<file path="src/rtl/k_and_s_pkg.sv">
// k_and_s_pkg: shared types and constants for the K&S processor datapath.
//   decoded_instruction_type : decode result handed to the control unit
//   OPC_*                    : opcode values found in IR[15:8]
//   ALU_*                    : ALU operation select encodings
package k_and_s_pkg;

    typedef enum logic [3:0] {
        I_NOP,
        I_LOAD,
        I_STORE,
        I_MOVE,
        I_ADD,
        I_SUB,
        I_AND,
        I_OR,
        I_BRANCH,
        I_BZERO,
        I_BNZERO,
        I_BNEG,
        I_BNNEG,
        I_BOV,
        I_BNOV,
        I_HALT
    } decoded_instruction_type;

    localparam logic [7:0] OPC_NOP    = 8'h00;
    localparam logic [7:0] OPC_LOAD   = 8'h81;
    localparam logic [7:0] OPC_STORE  = 8'h82;
    localparam logic [7:0] OPC_MOVE   = 8'h91;
    localparam logic [7:0] OPC_ADD    = 8'hA1;
    localparam logic [7:0] OPC_SUB    = 8'hA2;
    localparam logic [7:0] OPC_AND    = 8'hA3;
    localparam logic [7:0] OPC_OR     = 8'hA4;
    localparam logic [7:0] OPC_BRANCH = 8'h01;
    localparam logic [7:0] OPC_BZERO  = 8'h02;
    localparam logic [7:0] OPC_BNZERO = 8'h03;
    localparam logic [7:0] OPC_BNEG   = 8'h04;
    localparam logic [7:0] OPC_BNNEG  = 8'h05;
    localparam logic [7:0] OPC_BOV    = 8'h06;
    localparam logic [7:0] OPC_BNOV   = 8'h07;
    localparam logic [7:0] OPC_HALT   = 8'hFF;

    localparam logic [1:0] ALU_ADD = 2'b00;
    localparam logic [1:0] ALU_SUB = 2'b01;
    localparam logic [1:0] ALU_AND = 2'b10;
    localparam logic [1:0] ALU_OR  = 2'b11;

endpackage

</file>
<file path="src/rtl/ks_alu.sv">
// ks_alu: combinational ALU for the K&S datapath.
//   a, b              : operands (DATA_W)
//   operation         : ALU_ADD / ALU_SUB / ALU_AND / ALU_OR
//   result            : operation result (DATA_W)
//   zero, neg         : result == 0, result sign bit
//   unsigned_overflow : carry out (ADD) or borrow (SUB); 0 for logic ops
//   signed_overflow   : two's-complement overflow; 0 for logic ops
module ks_alu
    import k_and_s_pkg::*;
#(
    parameter int DATA_W = 16
) (
    input  logic [DATA_W-1:0] a,
    input  logic [DATA_W-1:0] b,
    input  logic [1:0]        operation,
    output logic [DATA_W-1:0] result,
    output logic              zero,
    output logic              neg,
    output logic              unsigned_overflow,
    output logic              signed_overflow
);

    localparam int MSB = DATA_W - 1;

    logic [DATA_W:0] wide;

    always_comb begin
        wide              = '0;
        result            = '0;
        unsigned_overflow = 1'b0;
        signed_overflow   = 1'b0;
        case (operation)
            ALU_ADD: begin
                wide              = {1'b0, a} + {1'b0, b};
                result            = wide[MSB:0];
                unsigned_overflow = wide[DATA_W];
                signed_overflow   = (a[MSB] == b[MSB]) && (result[MSB] != a[MSB]);
            end
            ALU_SUB: begin
                // The extra bit of a zero-extended subtraction is the borrow (a < b).
                wide              = {1'b0, a} - {1'b0, b};
                result            = wide[MSB:0];
                unsigned_overflow = wide[DATA_W];
                signed_overflow   = (a[MSB] != b[MSB]) && (result[MSB] != a[MSB]);
            end
            ALU_AND: result = a & b;
            default: result = a | b;
        endcase
    end

    assign zero = (result == '0);
    assign neg  = result[MSB];

endmodule

</file>
<file path="src/rtl/data_path.sv">
// data_path: K&S processor datapath (PC, IR, 4-entry register file, ALU, flags).
// Optional build macro: KS_DP_HALT_ON_ILLEGAL_EN -- undefined opcodes decode to
// I_HALT instead of I_NOP.
//   ir_enable / pc_enable / branch : IR load, PC update, PC branch-vs-increment
//   addr_sel                       : ram_addr source, 0 = PC, 1 = IR address field
//   c_sel / write_reg_enable       : write-back source (0 ALU, 1 data_in) and strobe
//   operation / flags_reg_enable   : ALU op select and flag capture strobe
//   data_in                        : RAM read data
//   ram_addr, data_out             : RAM address and write data (bus A), combinational
//   decoded_instruction            : combinational decode of IR
//   zero_op, neg_op, unsigned_overflow, signed_overflow : registered ALU flags
module data_path
    import k_and_s_pkg::*;
#(
    parameter int DATA_W = 16,
    parameter int ADDR_W = 5
) (
    input  logic                    clk,
    input  logic                    rst_n,
    input  logic                    ir_enable,
    input  logic                    pc_enable,
    input  logic                    branch,
    input  logic                    addr_sel,
    input  logic                    c_sel,
    input  logic                    write_reg_enable,
    input  logic [1:0]              operation,
    input  logic                    flags_reg_enable,
    input  logic [DATA_W-1:0]       data_in,
    output logic [ADDR_W-1:0]       ram_addr,
    output logic [DATA_W-1:0]       data_out,
    output decoded_instruction_type decoded_instruction,
    output logic                    zero_op,
    output logic                    neg_op,
    output logic                    unsigned_overflow,
    output logic                    signed_overflow
);

    logic [ADDR_W-1:0] pc;
    logic [DATA_W-1:0] ir;
    logic [DATA_W-1:0] regs [4];

    logic [1:0]        a_addr, b_addr, c_addr;
    logic [DATA_W-1:0] bus_a, bus_b, bus_c, alu_result;
    logic              alu_zero, alu_neg, alu_uov, alu_sov;
    logic [7:0]        opcode;

    assign opcode = ir[15:8];

    always_comb begin
        decoded_instruction = I_NOP;
        a_addr              = 2'd0;
        b_addr              = 2'd0;
        c_addr              = 2'd0;
        case (opcode)
            OPC_NOP:    decoded_instruction = I_NOP;
            OPC_LOAD: begin
                decoded_instruction = I_LOAD;
                c_addr              = ir[6:5];
            end
            OPC_STORE: begin
                decoded_instruction = I_STORE;
                a_addr              = ir[6:5];
            end
            OPC_MOVE: begin
                decoded_instruction = I_MOVE;
                c_addr              = ir[3:2];
                a_addr              = ir[1:0];
                b_addr              = ir[1:0];
            end
            OPC_ADD, OPC_SUB, OPC_AND, OPC_OR: begin
                case (opcode)
                    OPC_ADD: decoded_instruction = I_ADD;
                    OPC_SUB: decoded_instruction = I_SUB;
                    OPC_AND: decoded_instruction = I_AND;
                    default: decoded_instruction = I_OR;
                endcase
                c_addr = ir[5:4];
                a_addr = ir[3:2];
                b_addr = ir[1:0];
            end
            OPC_BRANCH: decoded_instruction = I_BRANCH;
            OPC_BZERO:  decoded_instruction = I_BZERO;
            OPC_BNZERO: decoded_instruction = I_BNZERO;
            OPC_BNEG:   decoded_instruction = I_BNEG;
            OPC_BNNEG:  decoded_instruction = I_BNNEG;
            OPC_BOV:    decoded_instruction = I_BOV;
            OPC_BNOV:   decoded_instruction = I_BNOV;
            OPC_HALT:   decoded_instruction = I_HALT;
            default: begin
`ifdef KS_DP_HALT_ON_ILLEGAL_EN
                decoded_instruction = I_HALT;
`else
                decoded_instruction = I_NOP;
`endif
            end
        endcase
    end

    // Asynchronous reads: a register being written this cycle still reads its old value.
    assign bus_a    = regs[a_addr];
    assign bus_b    = regs[b_addr];
    assign bus_c    = c_sel ? data_in : alu_result;
    assign data_out = bus_a;
    assign ram_addr = addr_sel ? ir[ADDR_W-1:0] : pc;

    ks_alu #(.DATA_W(DATA_W)) u_alu (
        .a                 (bus_a),
        .b                 (bus_b),
        .operation         (operation),
        .result            (alu_result),
        .zero              (alu_zero),
        .neg               (alu_neg),
        .unsigned_overflow (alu_uov),
        .signed_overflow   (alu_sov)
    );

    // Branch target comes from the IR value before this edge, so a combined
    // ir_enable + pc_enable + branch uses the previous instruction's address.
    always_ff @(posedge clk or negedge rst_n) begin
        if (!rst_n) begin
            pc <= '0;
            ir <= '0;
        end else begin
            if (ir_enable)
                ir <= data_in;
            if (pc_enable)
                pc <= branch ? ir[ADDR_W-1:0] : pc + {{(ADDR_W-1){1'b0}}, 1'b1};
        end
    end

    always_ff @(posedge clk or negedge rst_n) begin
        if (!rst_n) begin
            for (int i = 0; i < 4; i++)
                regs[i] <= '0;
        end else if (write_reg_enable) begin
            regs[c_addr] <= bus_c;
        end
    end

    always_ff @(posedge clk or negedge rst_n) begin
        if (!rst_n) begin
            zero_op           <= 1'b0;
            neg_op            <= 1'b0;
            unsigned_overflow <= 1'b0;
            signed_overflow   <= 1'b0;
        end else if (flags_reg_enable) begin
            zero_op           <= alu_zero;
            neg_op            <= alu_neg;
            unsigned_overflow <= alu_uov;
            signed_overflow   <= alu_sov;
        end
    end

endmodule
</file>
<file path="config.mk">
export PLATFORM = sky130hd
export DESIGN_NAME = data_path
export DESIGN_NICKNAME = d
export VERILOG_FILES = /design/src/rtl/k_and_s_pkg.sv /design/src/rtl/ks_alu.sv /design/src/rtl/data_path.sv
export SDC_FILE = /design/constraint.sdc
export NUM_CORES = 1
export LEC_CHECK = 0
export CAP_MARGIN = 40
export CORE_MARGIN = 2
export CORE_UTILIZATION = 51
export DETAILED_ROUTE_END_ITERATION = 10
export PLACE_DENSITY = 0.71
export SLEW_MARGIN = 20
export SYNTH_ARGS = -nofsm -noshare
export SYNTH_HDL_FRONTEND = slang
export SYNTH_SLANG_ARGS = --single-unit
</file>
<file path="constraint.sdc">
create_clock -name clk -period 13.29 [get_ports clk]
set_clock_uncertainty 0.1 [all_clocks]
set_input_delay 3.987 -clock clk [delete_from_list [all_inputs] [get_ports clk]]
set_output_delay 3.987 -clock clk [all_outputs]
set_load 0.02 [all_outputs]
</file>
## Yosys cells after proc, flatten, opt, wreduce, memory -nomap -nowiden

Index checks and enable logic that the tools add are counted.

- $add $sub $neg: 3
- Order comparisons: 4
- Eq/ne operators: 21
- Mux-type cells: 20
- Bitwise operators: 5
- Reduce and logical (&&, ||, !) cells: 7

Operators with widths:

| kind | number |
|---|---|
| 2-to-1 mux 16 bit | 6 |
| binary-select mux 16 bit (select 2 bit) | 2 |
| bitwise mux 64 bit | 1 |
| equality test 8 bit, second input constant | 8 |
| one-hot mux 16 bit (3 select lines) | 1 |
| one-hot mux 4 bit (12 select lines) | 1 |
| demux 16 bit (select 2 bit) | 1 |
| equality test 8 x 3 -> 1 bit, second input constant | 4 |
| one-hot mux 2 bit (3 select lines) | 3 |
| adder 16 x 16 -> 17 bit | 1 |
| subtractor 16 x 16 -> 17 bit | 1 |
| bitwise AND 16 bit | 1 |
| equality test 8 x 2 -> 1 bit, second input constant | 2 |
| zero test 16 bit | 1 |
| OR 16 bit | 1 |
| 2-to-1 mux 5 bit | 2 |
| >= comparator 3 bit, second input constant | 3 |
| inverter 2 -> 3 bit | 3 |
| equality test 8 x 1 -> 1 bit, second input constant | 1 |
| adder 5 x 1 -> 5 bit, second input constant | 1 |
| OR reduction 5 bit | 1 |
| one-hot mux 1 bit (2 select lines) | 2 |
| OR reduction 4 bit | 1 |
| logical AND 1 bit | 3 |
| other kinds (7) | 9 |

- Flip-flop bits (word level): 89

## Depth between registers and ports, before layout

Gate-level depths: netlist (run 1).

- Depth after elaboration: 11
- Mapped depth: 23

## Modules after synthesis

From an unflattened synthesis (run 1), not the netlist that was laid out.

- Cells, all modules: 808
- Area total of the unflattened synthesis: 7583.5 µm²

By module, submodules not included:

| module | times used | cells an instance | area an instance (µm²) | seq. area each (µm²) |
|---|---|---|---|---|
| data_path | 1 | 455 | 5168.7 | 2202.1 |
| ks_alu | 1 | 353 | 2414.8 | 0.0 |

## Worst setup path after synthesis (run 1)

OpenSTA, ideal clock, no wires.

- Path type: input -> output
- Start: input addr_sel
- End: output ram_addr[0]
- Data arrival time: 4.463 ns
- Data required time: 9.203 ns
- Path slack: 4.740 ns
- Cell stages on the path: 1
- Cell sequence: o21ai_0

- Longest elaborated chain between the ends: 1

RTL lines:

| element | line | RTL |
|---|---|---|
| start: declaration | data_path.sv:23 | `input logic addr_sel,` |
| 2-to-1 mux 5 bit | data_path.sv:104 | `assign ram_addr = addr_sel ? ir[ADDR_W-1:0] : pc;` |
| end: declaration | data_path.sv:29 | `output logic [ADDR_W-1:0] ram_addr,` |

Every way passes these cells.

## Final worst setup path (run 1)

- Start: input addr_sel
- End: output ram_addr[1]

The elaborated chain is that of the path after synthesis.

==> results.md, run 1 <==
- Slew HR: 0.450
- Crit Path Category: input port to output port
- Resized cells post-CTS: 0
- Clk Latency, worst-skew pair: 0.34 ns
- Layout filler cell count: 1184
- CTS Buffer Depth: 2
- Worst endpoint required time: approximately 9.2 ns
- Commonest non-fill, non-tap cell in the layout: nand2_1
- Share of Yosys cell area claimed by the top area cell type: 0.301
- TritonCTS clock tree: built
- Number of global-route vias before repair: 6114
- P&R area growth vs syn: 14.1%
- Post-Synth XOR/XNOR Area: 0.00959
- Share of cells above drive strength 1: 0.148
- CP arrival: roughly 5.5 ns
- Largest net degree at the start of global routing: 61
- Core Area: 0.0139 mm²
- Final setup vio count: 0
- Synth Area per Inst: 8.87 µm²
- Buf/Inv on CP: 2
- Nets: 930
- Synth Area in Simple Gates: 0.138
- CP max stage delay: 0.60 ns
- Overall die width: 124 µm
- Register Area: about 0.0022 mm²
- Synth Area in Adders: 0.0945
- Yosys reg bits: slightly below 90
- Cts hold-fix bufs: 0
- Post-Syn Nets: about 910
- Pwr dens: 215 mW/mm²
- Synth Flop Type: dfrtp_1
- Slew @ Worst Pin: 0.826 ns
- CP Cell Sequence: clkdlybuf4s50_1 > mux2_2 > clkdlybuf4s50_1
- Port Buffers: 55
- Yosys top cell by area: dfrtp_1
- Crit Path Max Fanout: 6
- Post-synth cell types: between 70 and 80
- Top cells by area, synth: dfrtp_1 30%, mux2_2 12%, ha_1 8.9%
- Initial antenna violation count: 0
- CTS Root Cell: clkbuf_16
- Gr ovfl total: 0
- Number of synthesized flops with an enable pin: 0
- Final Critical Period: 9.58 ns
- Setup repair after global routing missed its margin: false
- Final hold violation count: 0
- FP Rows: 43
- Synth Instances: 824
- Worst VDD drop: 78.9 µV
- # Post-CTS Setup Buffers: 0
- Hold crit path type: flip-flop to flip-flop
- Largest family of logic cells by synthesized area: compound AO/OA/AOI/OAI gates
- First-pass GRT wire length: 32900 µm
- Max Slew Vio Count: 0
- Total Routing Usage GR: 0.280
- Final HPWL DP: 15600 µm
- Top Ports: 56
- Part of the cycle the worst path needs: 0.721
- Cell Area, Synth: about 0.0073 mm²
- Synthesis Warnings: 0
- Slowest-stage cell, CP: clkdlybuf4s50_1
- CP Capture Type: output port
- Sequential-to-total area share from yosys stat: 0.301
- Setup TNS: 0 ns
- Number of max-cap violations: 0
- Clock slew at reported path FFs: 0.06 ns
- Vias per inst: ~6.3
- Pleak: 3.68 nW
- Post-Route WL: 20900 µm
- Fmax: 0.104 GHz
- Power Total: between 1.5 and 2 mW
- First-pass detailed-route iteration total: 6
- CP top delay family: buffers and inverters
- Placer Congestion: 0.928
- Detailed-route via count: 6534
- Multi-input logic area: 0.00460 mm²
- Post-synthesis mux area share: 0.190
- Sink Count: 88
- Post-route ant nets: 0
- N_diodes: 0
- Post-synth ARST share: 1.00
- Synth Area in Compound Gates: 0.198
- Status: finished clean
- Most frequent cells in the layout: 93 x nand2_1, 88 x dfrtp_1, 80 x mux2_2
- Crit path launch type: input port
- CTS Buf Count: 9
- DR WL/cell: 20.2 µm
- DRC: 0
- Die Area: 0.0153 mm²
- H-tree lvl count: 3
- Critical Path Most Common Cell: clkdlybuf4s50_1
- Die Span Y: 124 µm
- Initial drt markers: 660
- Initial Utilization: 0.525
==> report_power, final <==
group	leakage (nW)	internal, mW	switching (mW)
combinational	2.39	0.449	0.659
clock	0.169	0.190	0.109
sequential	1.13	0.333	0.0553
total	3.68	0.973	0.824
==> cell families (layout without fill, tap and decap cells) <==
kind of cell | Yosys count | after routing
XOR/XNOR | 8 | 8
adder cells (fa/ha/maj) | 54 | 54
buffers and inverters | 119 | 149
AO/OA/AOI/OAI | 216 | 216
flip-flops | 88 | 88
AND/OR/NAND/NOR | 211 | 211
multiplexers | 128 | 128
==> layout make-up <==
type,instances,share of cell area
Tap cell,180,0.0270
Sequential cell,88,0.264
Inverter,67,0.0302
Timing Repair Buffer,66,0.0845
Multi-Input combinational cell,617,0.552
Clock buffer,10,0.0287
Clock inverter,6,0.0138
==> sequential cells by signal, summed over array words and instances (netlist names) <==
register           flops
zero_op                1
neg_op                 1
pc                     5
regs                  64
signed_overflow        1
ir                    15
unsigned_overflow      1
==> Yosys cell counts (all sizes together), types with 12 or more instances <==
master	n
nand2	93
dfrtp	88
mux2	82
inv	67
a21oi	60
o21ai	57
ha	52
mux2i	46
nor2	44
buf	28
clkbuf	24
o211ai	23
nand3	19
a221o	18
nor3	12
==> worst paths after layout <==
check,end,cells after the start,from,slack [ns]
setup / recovery,ram_addr[1],3,addr_sel,3.71
hold / removal,regs[32]$_DFFE_PN0P_,2,regs[32]$_DFFE_PN0P_,0.41
setup reg to reg,zero_op$_DFFE_PN0P_,18,ir[10]$_DFFE_PN0P_,6.99
hold reg to reg,regs[32]$_DFFE_PN0P_,2,regs[32]$_DFFE_PN0P_,0.41
max in group asynchronous,regs[12]$_DFFE_PN0P_,2,rst_n,9.00
min in group asynchronous,regs[3]$_DFFE_PN0P_,1,rst_n,3.47
==> stage by stage <==
| step | cells | cell area (µm²) | setup slack, ns | hold WS (ns) | utilization |
|---|---|---|---|---|---|
| 5_1_grt | 1034 | 8340 | 3.67 | 0.441 | 0.598 |
| 6_report | 1034 | 8340 | 3.71 | 0.411 | 0.598 |
| 2_1_floorplan | 824 | 7310 | 4.74 | 0.371 | - |
| 4_1_cts | 1034 | 8340 | 3.71 | 0.415 | 0.598 |
| 3_5_place_dp | 1018 | 7980 | 3.72 | 0.400 | 0.573 |
| 3_3_place_gp | 1010 | 7850 | 3.72 | 0.389 | 0.563 |
==> layer usage <==
metal / GRT usage / up-vias / wire length (µm)
li1: - / 3006 / -
met2: 0.447 / 267 / 9920
met1: 0.382 / 3211 / 8880
met5: 0 / - / 0
met3: 0.0504 / 50 / 1500
met4: 0.102 / 0 / 603
==> worst min-delay path: cells and delay by family (launching register included) <==
kind | cells | cell delay (ns)
DFF | 1 | 0.36
AOI/OAI and AO/OA | 1 | 0.06
and+or+nand+nor | 1 | 0.05
(Power assumes the default switching activity.)
==> run 2, diff against run 1 <==
--- a/config.mk
+++ b/config.mk
@@ -9,7 +9,7 @@
 export CORE_MARGIN = 2
 export CORE_UTILIZATION = 51
 export DETAILED_ROUTE_END_ITERATION = 10
-export PLACE_DENSITY = 0.71
+export PLACE_DENSITY = 0.74
 export SLEW_MARGIN = 20
 export SYNTH_ARGS = -nofsm -noshare
 export SYNTH_HDL_FRONTEND = slang
==> constraint.sdc (replaced) <==
create_clock -name clk -period 8.3 [get_ports clk]
set_clock_uncertainty 0.1 [all_clocks]
set_input_delay 2.49 -clock clk [delete_from_list [all_inputs] [get_ports clk]]
set_output_delay 2.49 -clock clk [all_outputs]
set_load 0.02 [all_outputs]
==> results.md, run 2 (synthesis results as in run 1) <==
- # Post-CTS Setup Buffers: 0
- Number of global-route vias before repair: about 6000
- Met3 Wirelength: 1070 µm
- Placer Congestion: 0.929
- N_diodes: 0
- Pleak: 3.65 nW
- Part of the cycle the worst path needs: 0.795
- Largest regs: regs x64, ir x15, pc x5
- Largest net degree at the start of global routing: 48
- Gr ovfl total: 0
- Slew @ Worst Pin: approximately 0.79 ns
- Max Slew Vio Count: 0
- Max reg flops: 64
- Initial antenna violation count: 0
- Final Instance Area: 0.00829 mm²
- H-tree lvl count: 3
- Port Buffers: 55
- Worst R2R Start: ir[12]$_DFFE_PN0P_
- Post-Route WL: 19200 µm
- Sink Count: 88
- CTS Buf Count: 9
- Final Critical Period: 6.60 ns
- Pwr dens: 335 mW/mm²
- Fmax: around 0.15 GHz
- Commonest non-fill, non-tap cell in the layout: nand2_1
- TritonCTS clock tree: built
- CP arrival: 4.01 ns
- Worst endpoint required time: approximately 5.7 ns
- Slew HR: 0.472
- Core Area: 0.0139 mm²
- Hold crit path type: flip-flop to flip-flop
- Worst VDD drop: 121 µV
- First-pass detailed-route iteration total: 5
- Overall die width: ~120 µm
- CP Capture Type: output port
- Initial Utilization: 0.525
- Die Span Y: 124 µm
- Met1 wire length: between 8000 and 9000 µm
- FP Rows: 43
- Crit path launch type: input port
- Final setup vio count: 0
- Clock slew at reported path FFs: 0.06 ns
- Number of max-cap violations: 0
- Clk Latency, worst-skew pair: 0.34 ns
- Initial drt markers: 674
- Nets: 930
- Total Routing Usage GR: 0.263
- Power Total: around 2.8 mW
- Dpl cell area: approximately 0.0080 mm²
- Met2 routed WL: around 9100 µm
- HP Start: regs[35]$_DFFE_PN0P_
- First-pass GRT wire length: 30900 µm
- P&R area growth vs syn: 13.4%
- Most frequent cells in the layout: 93 x nand2_1, 88 x dfrtp_1, 80 x mux2_2
- Resized cells post-CTS: 0
- CTS Buffer Depth: 2
- Crit path from: addr_sel
- Die Area: 0.0153 mm²
- Cts hold-fix bufs: 0
- DRC: 0
- Setup repair after global routing missed its margin: false
- Crit Path Max Fanout: 6
- Top Ports: 56
- Detailed-route via count: slightly above 6000
- Biggest register: regs
- Post-route ant nets: 0
- Final hold violation count: 0
- Status: finished clean
- Setup TNS: 0 ns
- Vias per inst: 6.02
- Crit Path Category: input port to output port
- DR WL/cell: 18.6 µm
- Share of cells above drive strength 1: 0.145
- Uppermost layer routed: met4
- CTS Root Cell: clkbuf_16
- Final HPWL DP: 14200 µm
-- run 2: cell count changes in the layout (fill, tap and decap cells not counted) --
cell,change
buf_6,-1
buf_8,+1
bufinv_16,-2
clkbuf_1,+2
clkinvlp_4,+1
inv_6,-1
-- run 2: worst max-delay path: stages --
cell	delay (ns)
clkdlybuf4s50_1	0.60
mux2_2	0.37
clkdlybuf4s50_1	0.54
-- run 2: cell type report --
cell class / count / area (µm²)
fillers: 1230 / 5650
multi-input cells: 617 / 4600
flip-flops and latches: 88 / 2200
repair buffers: 66 / 708
inverters: 67 / 251
clock buffers: 12 / 246
well taps: 180 / 225
clock inverters: 4 / 53.8
-- run 2: final timing paths --
path	slack, ns	cells past startpoint	to
worst max-delay path	1.70	3	ram_addr[2]
worst min-delay path	0.40	2	regs[35]$_DFFE_PN0P_
worst max register to register	2.17	17	zero_op$_DFFE_PN0P_
worst min register to register	0.40	2	regs[35]$_DFFE_PN0P_
max in group asynchronous	5.29	3	ir[4]$_DFFE_PN0P_
min in group asynchronous	1.89	1	regs[4]$_DFFE_PN0P_
-- run 2: through the flow --
stage	util	setup slack, ns	hold WS, ns	cells
finish	0.595	1.70	0.405	1034
detailed placement	0.572	1.70	0.395	1017
CTS	0.594	1.70	0.408	1033
global route	0.595	1.65	0.442	1034
global placement	0.563	1.75	0.389	1010
floorplan	-	2.74	0.371	824
-- run 2: layer usage --
metal | GRT usage | vias to the layer above
met4 | 0.0717 | 0
met5 | 0 | -
met1 | 0.370 | 3015
li1 | - | 3013
met2 | 0.418 | 179
met3 | 0.0472 | 18
-- run 2: power breakdown --
| group | switching [mW] | internal, mW |
|---|---|---|
| Clock | 0.164 | 0.242 |
| Combinational | 1.03 | 0.720 |
| Sequential | 0.0849 | 0.534 |
==> run 3, diff against run 2 <==
--- a/config.mk
+++ b/config.mk
@@ -9,7 +9,7 @@
 export CORE_MARGIN = 2
 export CORE_UTILIZATION = 51
 export DETAILED_ROUTE_END_ITERATION = 10
-export PLACE_DENSITY = 0.74
+export PLACE_DENSITY = 0.71
 export SLEW_MARGIN = 20
 export SYNTH_ARGS = -nofsm -noshare
 export SYNTH_HDL_FRONTEND = slang
==> constraint.sdc (replaced) <==
create_clock -name clk -period 6.5 [get_ports clk]
set_clock_uncertainty 0.1 [all_clocks]
set_input_delay 1.95 -clock clk [delete_from_list [all_inputs] [get_ports clk]]
set_output_delay 1.95 -clock clk [all_outputs]
set_load 0.02 [all_outputs]
==> results.md, run 3 (synthesis results as in run 1) <==
- Slew @ Worst Pin: 0.778 ns
- Most frequent cells in the layout: 93 x nand2_1, 88 x dfrtp_1, 80 x mux2_2
- Buf/Inv on CP: 1
- Placer Congestion: about 0.95
- Die Area: 0.0153 mm²
- Critical Path Most Common Cell: o21ai_0
- Total Routing Usage GR: 0.280
- Pleak: 3.66 nW
- Worst endpoint required time: 6.66 ns
- Sink Count: 88
- Slowest-stage cell, CP: or4b_1
- FP Rows: 43
- Die Span Y: 124 µm
- DRC: 0
- Final setup vio count: 0
- Vias per inst: 6.29
- Crit path launch type: flip-flop
- Final hold violation count: 0
- # Post-CTS Setup Buffers: 0
- Clk Latency, worst-skew pair: roughly 0.35 ns
- Port Buffers: 55
- Biggest register: regs
- Top Ports: 56
- Largest net degree at the start of global routing: 61
- Max Slew Vio Count: 0
- Cts hold-fix bufs: 0
- Clock Power Share: 0.148
- Comb power frac: 0.630
- Setup repair after global routing missed its margin: false
- Commonest non-fill, non-tap cell in the layout: nand2_1
- Hold crit path type: flip-flop to flip-flop
- Worst R2R Start: ir[12]$_DFFE_PN0P_
- Initial Utilization: 0.525
- Max reg flops: 64
- H-tree lvl count: 3
- CP top delay family: simple AND/OR/NAND/NOR gates
- Detailed-route via count: around 6500
- Number of global-route vias before repair: 6331
- First-pass detailed-route iteration total: 5
- CTS Buffer Depth: 2
- Core Area: 0.0139 mm²
- CTS Buf Count: 9
- Final HPWL DP: 15600 µm
- Switching power: 1.68 mW
- Final Critical Period: 5.79 ns
- Crit Path Category: flip-flop to flip-flop
- N_diodes: 0
- Gr ovfl total: 0
- P&R area growth vs syn: 13.3%
- Slew HR: 0.481
- Layout filler cell count: about 1200
- DR WL/cell: 20.1 µm
- Initial drt markers: 668
- Crit path from: ir[12]$_DFFE_PN0P_
- Overall die width: between 100 and 150 µm
- CP arrival: between 5 and 6 ns
- First-pass GRT wire length: about 33000 µm
- Part of the cycle the worst path needs: 0.891
- Clock slew at reported path FFs: 0.06 ns
- Initial antenna violation count: 1
- Cell Int Power: roughly 1.9 mW
- Largest regs: regs x64, ir x15, pc x5
- Pwr dens: between 400 and 500 mW/mm²
- TritonCTS clock tree: built
- Post-Route WL: ~21000 µm
- CP max stage delay: around 0.6 ns
- CP Cell Sequence: nand4bb_4 > nor4b_4 > or2_1 > nand2_1 > buf_4 > and2_1 > a221o_1 > ha_1 > fa_1 > a21oi_1 > mux2i_1 > a221oi_1 > xnor2_1 > o21ai_0 > or4b_1 > a2111oi_0 > nand4_1 > o21ai_0
- HP Start: regs[0]$_DFFE_PN0P_
- Nets: 932
- Crit Path Max Fanout: 17
- Setup TNS: 0 ns
- Share of cells above drive strength 1: 0.150
- Worst hold slack: just over 0.4 ns
- Status: finished clean
- Fmax: about 0.17 GHz
- Resized cells post-CTS: 0
- Worst VDD drop: roughly 200 µV
- Post-route ant nets: 0
- Sequential power share: 0.221
- Switching part of the total: 0.467
- CP Capture Type: flip-flop
- Number of max-cap violations: 0
- CTS Root Cell: clkbuf_16
## run 3: cell types whose count changed in the layout (fill, tap and decap cells not counted), sizes merged
cell | previous run | this run
buf | 12 | 14
clkbuf | 12 | 11
clkinv | 1 | 2
## run 3: final timing paths
check                                                      to  depth (start not counted)  slack (ns)
worst max-delay path                      zero_op$_DFFE_PN0P_                         18        0.71
worst min-delay path                      regs[0]$_DFFE_PN0P_                          2        0.41
worst max register to register            zero_op$_DFFE_PN0P_                         18        0.71
worst min register to register            regs[0]$_DFFE_PN0P_                          2        0.41
max in group asynchronous       unsigned_overflow$_DFFE_PN0P_                          2        4.23
min in group asynchronous                regs[16]$_DFFE_PN0P_                          1        1.43
## run 3: area by class of cell
class	count	area, µm²	share of cell area
clock inverters	5	55.1	0.00665
repair buffers	68	696	0.0840
multi-input cells	617	4600	0.555
well taps	180	225	0.0272
inverters	67	251	0.0304
clock buffers	11	253	0.0305
flip-flops and latches	88	2200	0.266
## run 3: layer usage
| metal | GRT usage | part of all wire | vias up |
|---|---|---|---|
| li1 | - | - | 3017 |
| met1 | 0.372 | 0.44 | 3178 |
| met2 | 0.458 | 0.47 | 277 |
| met3 | 0.0522 | 0.062 | 40 |
| met4 | 0.0966 | 0.022 | 2 |
| met5 | 0 | 0.00062 | - |
## run 3: worst reg2reg max path, stage by stage (launching register included)
cell and delay [ns]:
dfrtp_1 0.45, nand4bb_4 0.28, nor4b_4 0.39, or2_1 0.19, nand2_1 0.06, buf_4 0.22, and2_1 0.44, a221o_1 0.51
ha_1 0.26, fa_1 0.40, a21oi_1 0.36, mux2i_1 0.15, a221oi_1 0.32, xnor2_1 0.16, o21ai_0 0.16, or4b_1 0.60
a2111oi_0 0.40, nand4_1 0.15, o21ai_0 0.10
## run 3: through the flow
| stage | util | area [µm²] | instances | setup WS [ns] | total power [mW] |
|---|---|---|---|---|---|
| after global placement | 0.566 | 7880 | 1014 | 0.887 | 2.95 |
| after global routing | 0.594 | 8280 | 1036 | 0.383 | 3.87 |
| final | 0.594 | 8280 | 1036 | 0.708 | 3.60 |
| after detailed placement | 0.571 | 7960 | 1019 | 0.808 | 3.02 |
| after floorplan | - | 7310 | 824 | 1.73 | 2.41 |
| after CTS | 0.593 | 8270 | 1035 | 0.792 | 3.56 |
## run 3: power groups by stage
stage                     combinational, mW  sequential (mW)  clock, mW
after floorplan                        1.64            0.773          0
after global placement                 2.16            0.789          0
after detailed placement               2.22            0.802          0
after CTS                              2.23            0.792      0.541
after global routing                   2.50            0.812      0.564
final                                  2.27            0.797      0.534
==> RTL edit 1, RTL diff (config.mk and constraints of run 2) <==
Build with the macro `KS_DP_HALT_ON_ILLEGAL_EN` defined.
--- a/src/rtl/data_path.sv
+++ b/src/rtl/data_path.sv
@@ -9,6 +9,8 @@
 //   ram_addr, data_out             : RAM address and write data (bus A), combinational
 //   decoded_instruction            : combinational decode of IR
 //   zero_op, neg_op, unsigned_overflow, signed_overflow : registered ALU flags
+`define KS_DP_HALT_ON_ILLEGAL_EN
+
 module data_path
     import k_and_s_pkg::*;
 #(
Check against the original RTL: not equivalent (Yosys sat finds a counterexample within 4 cycles, from zero or initial values and one cycle with rst_n low).
==> RTL edit 1 against run 2 <==
Wire length increased by 5.0%. Die area is 0.43% lower. Synthesized area down 0.45%. Synthesized cell count decreased by 6.6%. Design area is 1.4% higher. Final cell count down 4.0%. Sequential power about the same. Worst hold slack about the same. Sequential cell count unchanged. Setup slack worse by 1.8 ps. Power fell by 5.9%. First-iteration DRC count shrank 45%. Critical endpoint is now ram_addr[1]. Largest cell class unchanged.
==> RTL edit 1: results (changes against run 2) <==
largest net degree at the start of global routing=47 (-2.1%); worst r2r src=ir[10]; XOR/XNOR share of the synthesized area=0.006018 (-0.003568); Synth area leaders=dfrtp_1 (30%), mux2_2 (13%), mux2i_1 (12%), ha_1 (8.9%), o21ai_0 (3.0%); vias in the first global route=6066 (+2.9%); Synth Area in Adders=0.09491 (+0.0004224); initial drt markers=373 (-45%); Worst Hold Endpoint=zero_op; post-synthesis mux area share=0.2615 (+0.07169); Clk pwr share=0.171 (+0.025); placed inst area=8059 um^2 (+1.1%); crit share post-route=0.7949 (about the same); reg-to-reg slack, setup=2480 ps (+310 ps); global-route wire length before repair=31620 um (+2.2%); Mapped Nets=851 (-6.0%); Setup crit end=ram_addr[1]; compound-gate portion of the synthesized area=0.1635 (-0.03419); Avg WL per Cell=20.28 um (+9.3%); total track usage=0.2692 (+0.006095); hold_sp=zero_op; filler instances=1172 (-4.7%); Comb pwr share=0.591 (-0.040); IR drop worst, VDD=0.1502 mV (+24%); Yosys cell types=71 (-6.6%); synth cell count leaders=mux2i_1 (90), dfrtp_1 (88), mux2_2 (87); drt via density=6.212 (+3.2%); Tot Pwr=0.002612 W (-5.9%); GPL Wtd Cong=0.9273 (-0.20%); Routed Wire Length=20140 um (+5.0%); Cells after DPL=976 (-4.0%); status=finished clean; Min Hold Slack=404.8 ps (+0.3250 ps); Psw=0.001157 W (-9.6%)
RTL edit 1: cell types whose count changed after synthesis, sizes merged, moves of 7 or more:
cell	before	now
inv	67	48
o21ai	57	44
nand3	19	5
or3	1	8
a21oi	60	38
mux2	82	89
nand2b	2	10
nand2	93	57
a211oi	3	10
mux2i	46	90
a221o	18	4
o211ai	23	10
buf	28	16
RTL edit 1: metal layers:
metal | global-route usage | part of all wire
met3 | 0.04382 | 0.037
met2 | 0.4591 | 0.50
met5 | 0 | 0
met1 | 0.3433 | 0.43
met4 | 0.09801 | 0.030
RTL edit 1: area by class of cell:
class,count,area (um^2),area share
Clock buffer,12,256.5,0.03052
Multi-Input combinational cell,593,4723,0.5621
Inverter,48,180.2,0.02144
Sequential cell,88,2202,0.2621
Clock inverter,4,76.32,0.009083
Timing Repair Buffer,68,739.5,0.08800
Tap cell,180,225.2,0.02680
RTL edit 1: worst max-delay path, cell delays in order:
cell and delay (ps):
clkdlybuf4s50_1 610, mux2_2 370, clkdlybuf4s50_1 540
==> RTL edit 2, RTL diff (settings of run 2) <==
Made on the original files. Register the input `data_in` before use, cleared by the reset. The logic sees it one clock later. The other inputs are not delayed to match.
--- a/src/rtl/data_path.sv
+++ b/src/rtl/data_path.sv
@@ -34,6 +34,16 @@
     output logic                    unsigned_overflow,
     output logic                    signed_overflow
 );
+
+    logic [DATA_W-1:0] data_q;
+
+    always_ff @(posedge clk or negedge rst_n) begin
+        if (!rst_n) begin
+            data_q <= '0;
+        end else begin
+            data_q <= data_in;
+        end
+    end
 
     logic [ADDR_W-1:0] pc;
     logic [DATA_W-1:0] ir;
@@ -99,7 +109,7 @@
     // Asynchronous reads: a register being written this cycle still reads its old value.
     assign bus_a    = regs[a_addr];
     assign bus_b    = regs[b_addr];
-    assign bus_c    = c_sel ? data_in : alu_result;
+    assign bus_c    = c_sel ? data_q : alu_result;
     assign data_out = bus_a;
     assign ram_addr = addr_sel ? ir[ADDR_W-1:0] : pc;
 
@@ -122,7 +132,7 @@
             ir <= '0;
         end else begin
             if (ir_enable)
-                ir <= data_in;
+                ir <= data_q;
             if (pc_enable)
                 pc <= branch ? ir[ADDR_W-1:0] : pc + {{(ADDR_W-1){1'b0}}, 1'b1};
         end
Formal check against the unedited RTL: not equivalent (Yosys sat finds a counterexample within 4 cycles, from zero or initial values and one cycle with rst_n low).
==> RTL edit 2 against run 2 <==
Design area grew 4.2%. Wire length grew 3.3%. Maximum frequency grew 0.63%. Setup slack gained 41 ps. Clock power grew 6.2%. Sequential cell count grew 16. Power shrank 4.6%. Synthesized area grew 5.3%. Critical path type unchanged.
==> RTL edit 2: results (changes against run 2) <==
status=finished clean; Bufs on Longest Clock Path=2 (unchanged); LEAKAGE=3.754 nW (+2.7%); Worst Hold Endpoint=regs[4]; GRT met1 Usage=0.3569 (-0.01270); Cells after Synth=866 (+5.1%); Yosys cell types=77 (+1.3%); vias in the first global route=6201 (+5.2%); global-route wire length before repair=31930 um (+3.2%); met2 Use GR=0.3953 (-0.02295); Combinational Power=0.00151 W (-14%); sequential share of the synthesized area=0.3382 (+0.03689); worst skew pair latency=340 ps (about the same); filler instances=1298 (+5.5%); setup bufs post-CTS=0 (unchanged); Setup crit end=ram_addr[2]; post_cts resized=0 (unchanged); PwrDens=306.8 nW/um^2 (-8.4%); met3 routed WL=1199 um (+12%); top flop regs=regs: 64 flops, data_q: 16 flops, ir: 15 flops; Routed Wire Length=19820 um (+3.3%); Avg WL per Cell=18.33 um (-1.2%); relative slew slack=0.4083 (-0.06392); GR met3 Demand/Resource=0.03754 (-0.009624); worst r2r src=ir[10]; Met2 Wirelength=9131 um (about the same); CTS H-Tree Depth=3 (unchanged); placed inst area=8328 um^2 (+4.5%); total track usage=0.2477 (-0.01545); Synth area leaders=dfrtp_1 (34%), mux2_2 (8.6%), ha_1 (8.5%), mux2i_1 (6.1%), a21oi_1 (5.5%); R2R depth=18 (+1); worst path arrival time=3960 ps (-50 ps); Final HPWL DP=14280 um (+0.74%); end of the worst register-to-register path=regs[10]; share of post-route cells with drive strength above 1=0.1327 (-0.01253); IR drop worst, VDD=0.1351 mV (+12%); number of nets in the layout=973 (+4.6%); hold_sp=regs[4]; initial drt markers=806 (+20%); Min Hold Slack=401.2 ps (-3.345 ps); Mapped Nets=947 (+4.6%); synth cell count leaders=dfrtp_1 (104), nand2_1 (98), a21oi_1 (84); met1 wire length=9259 um (+5.4%); Psw=0.001171 W (-8.5%); Sequential Power Share=0.266 (+0.043); hold path depth=2 (unchanged); GPL Wtd Cong=0.9172 (-1.3%); yosys warns=0 (unchanged); reg-to-reg slack, setup=2280 ps (+110 ps); vias=6565 (+5.5%); Cells after DPL=1065 (+4.7%)
## RTL edit 2: layout make-up
class / count / share of cell area
Multi-Input combinational cell: 655 / 0.5372
Clock buffer: 10 / 0.02768
Tap cell: 184 / 0.02667
Inverter: 57 / 0.02478
Timing Repair Buffer: 65 / 0.07449
Clock inverter: 6 / 0.007681
Sequential cell: 104 / 0.3014
## RTL edit 2: cells by family after synthesis
family                   share of synthesized area
AND/OR/NAND/NOR                             0.1507
AO/OA/AOI/OAI                               0.2034
buffers and inverters                      0.06048
multiplexers                                0.1475
flip-flops                                  0.3382
adder cells (fa/ha/maj)                    0.08974
XOR/XNOR                                   0.01008
## RTL edit 2: metrics by stage
stage | setup slack (ps) | total power, W
floorplan | 2744 | 0.001811
global route | 1689 | 0.002840
CTS | 1734 | 0.002632
detailed placement | 1737 | 0.002191
global placement | 1758 | 0.002164
finish | 1745 | 0.002649
## RTL edit 2: critical path, cell delays in order
cell,delay [ps]
clkdlybuf4s50_1,580
mux2_2,360
clkdlybuf4s50_1,540
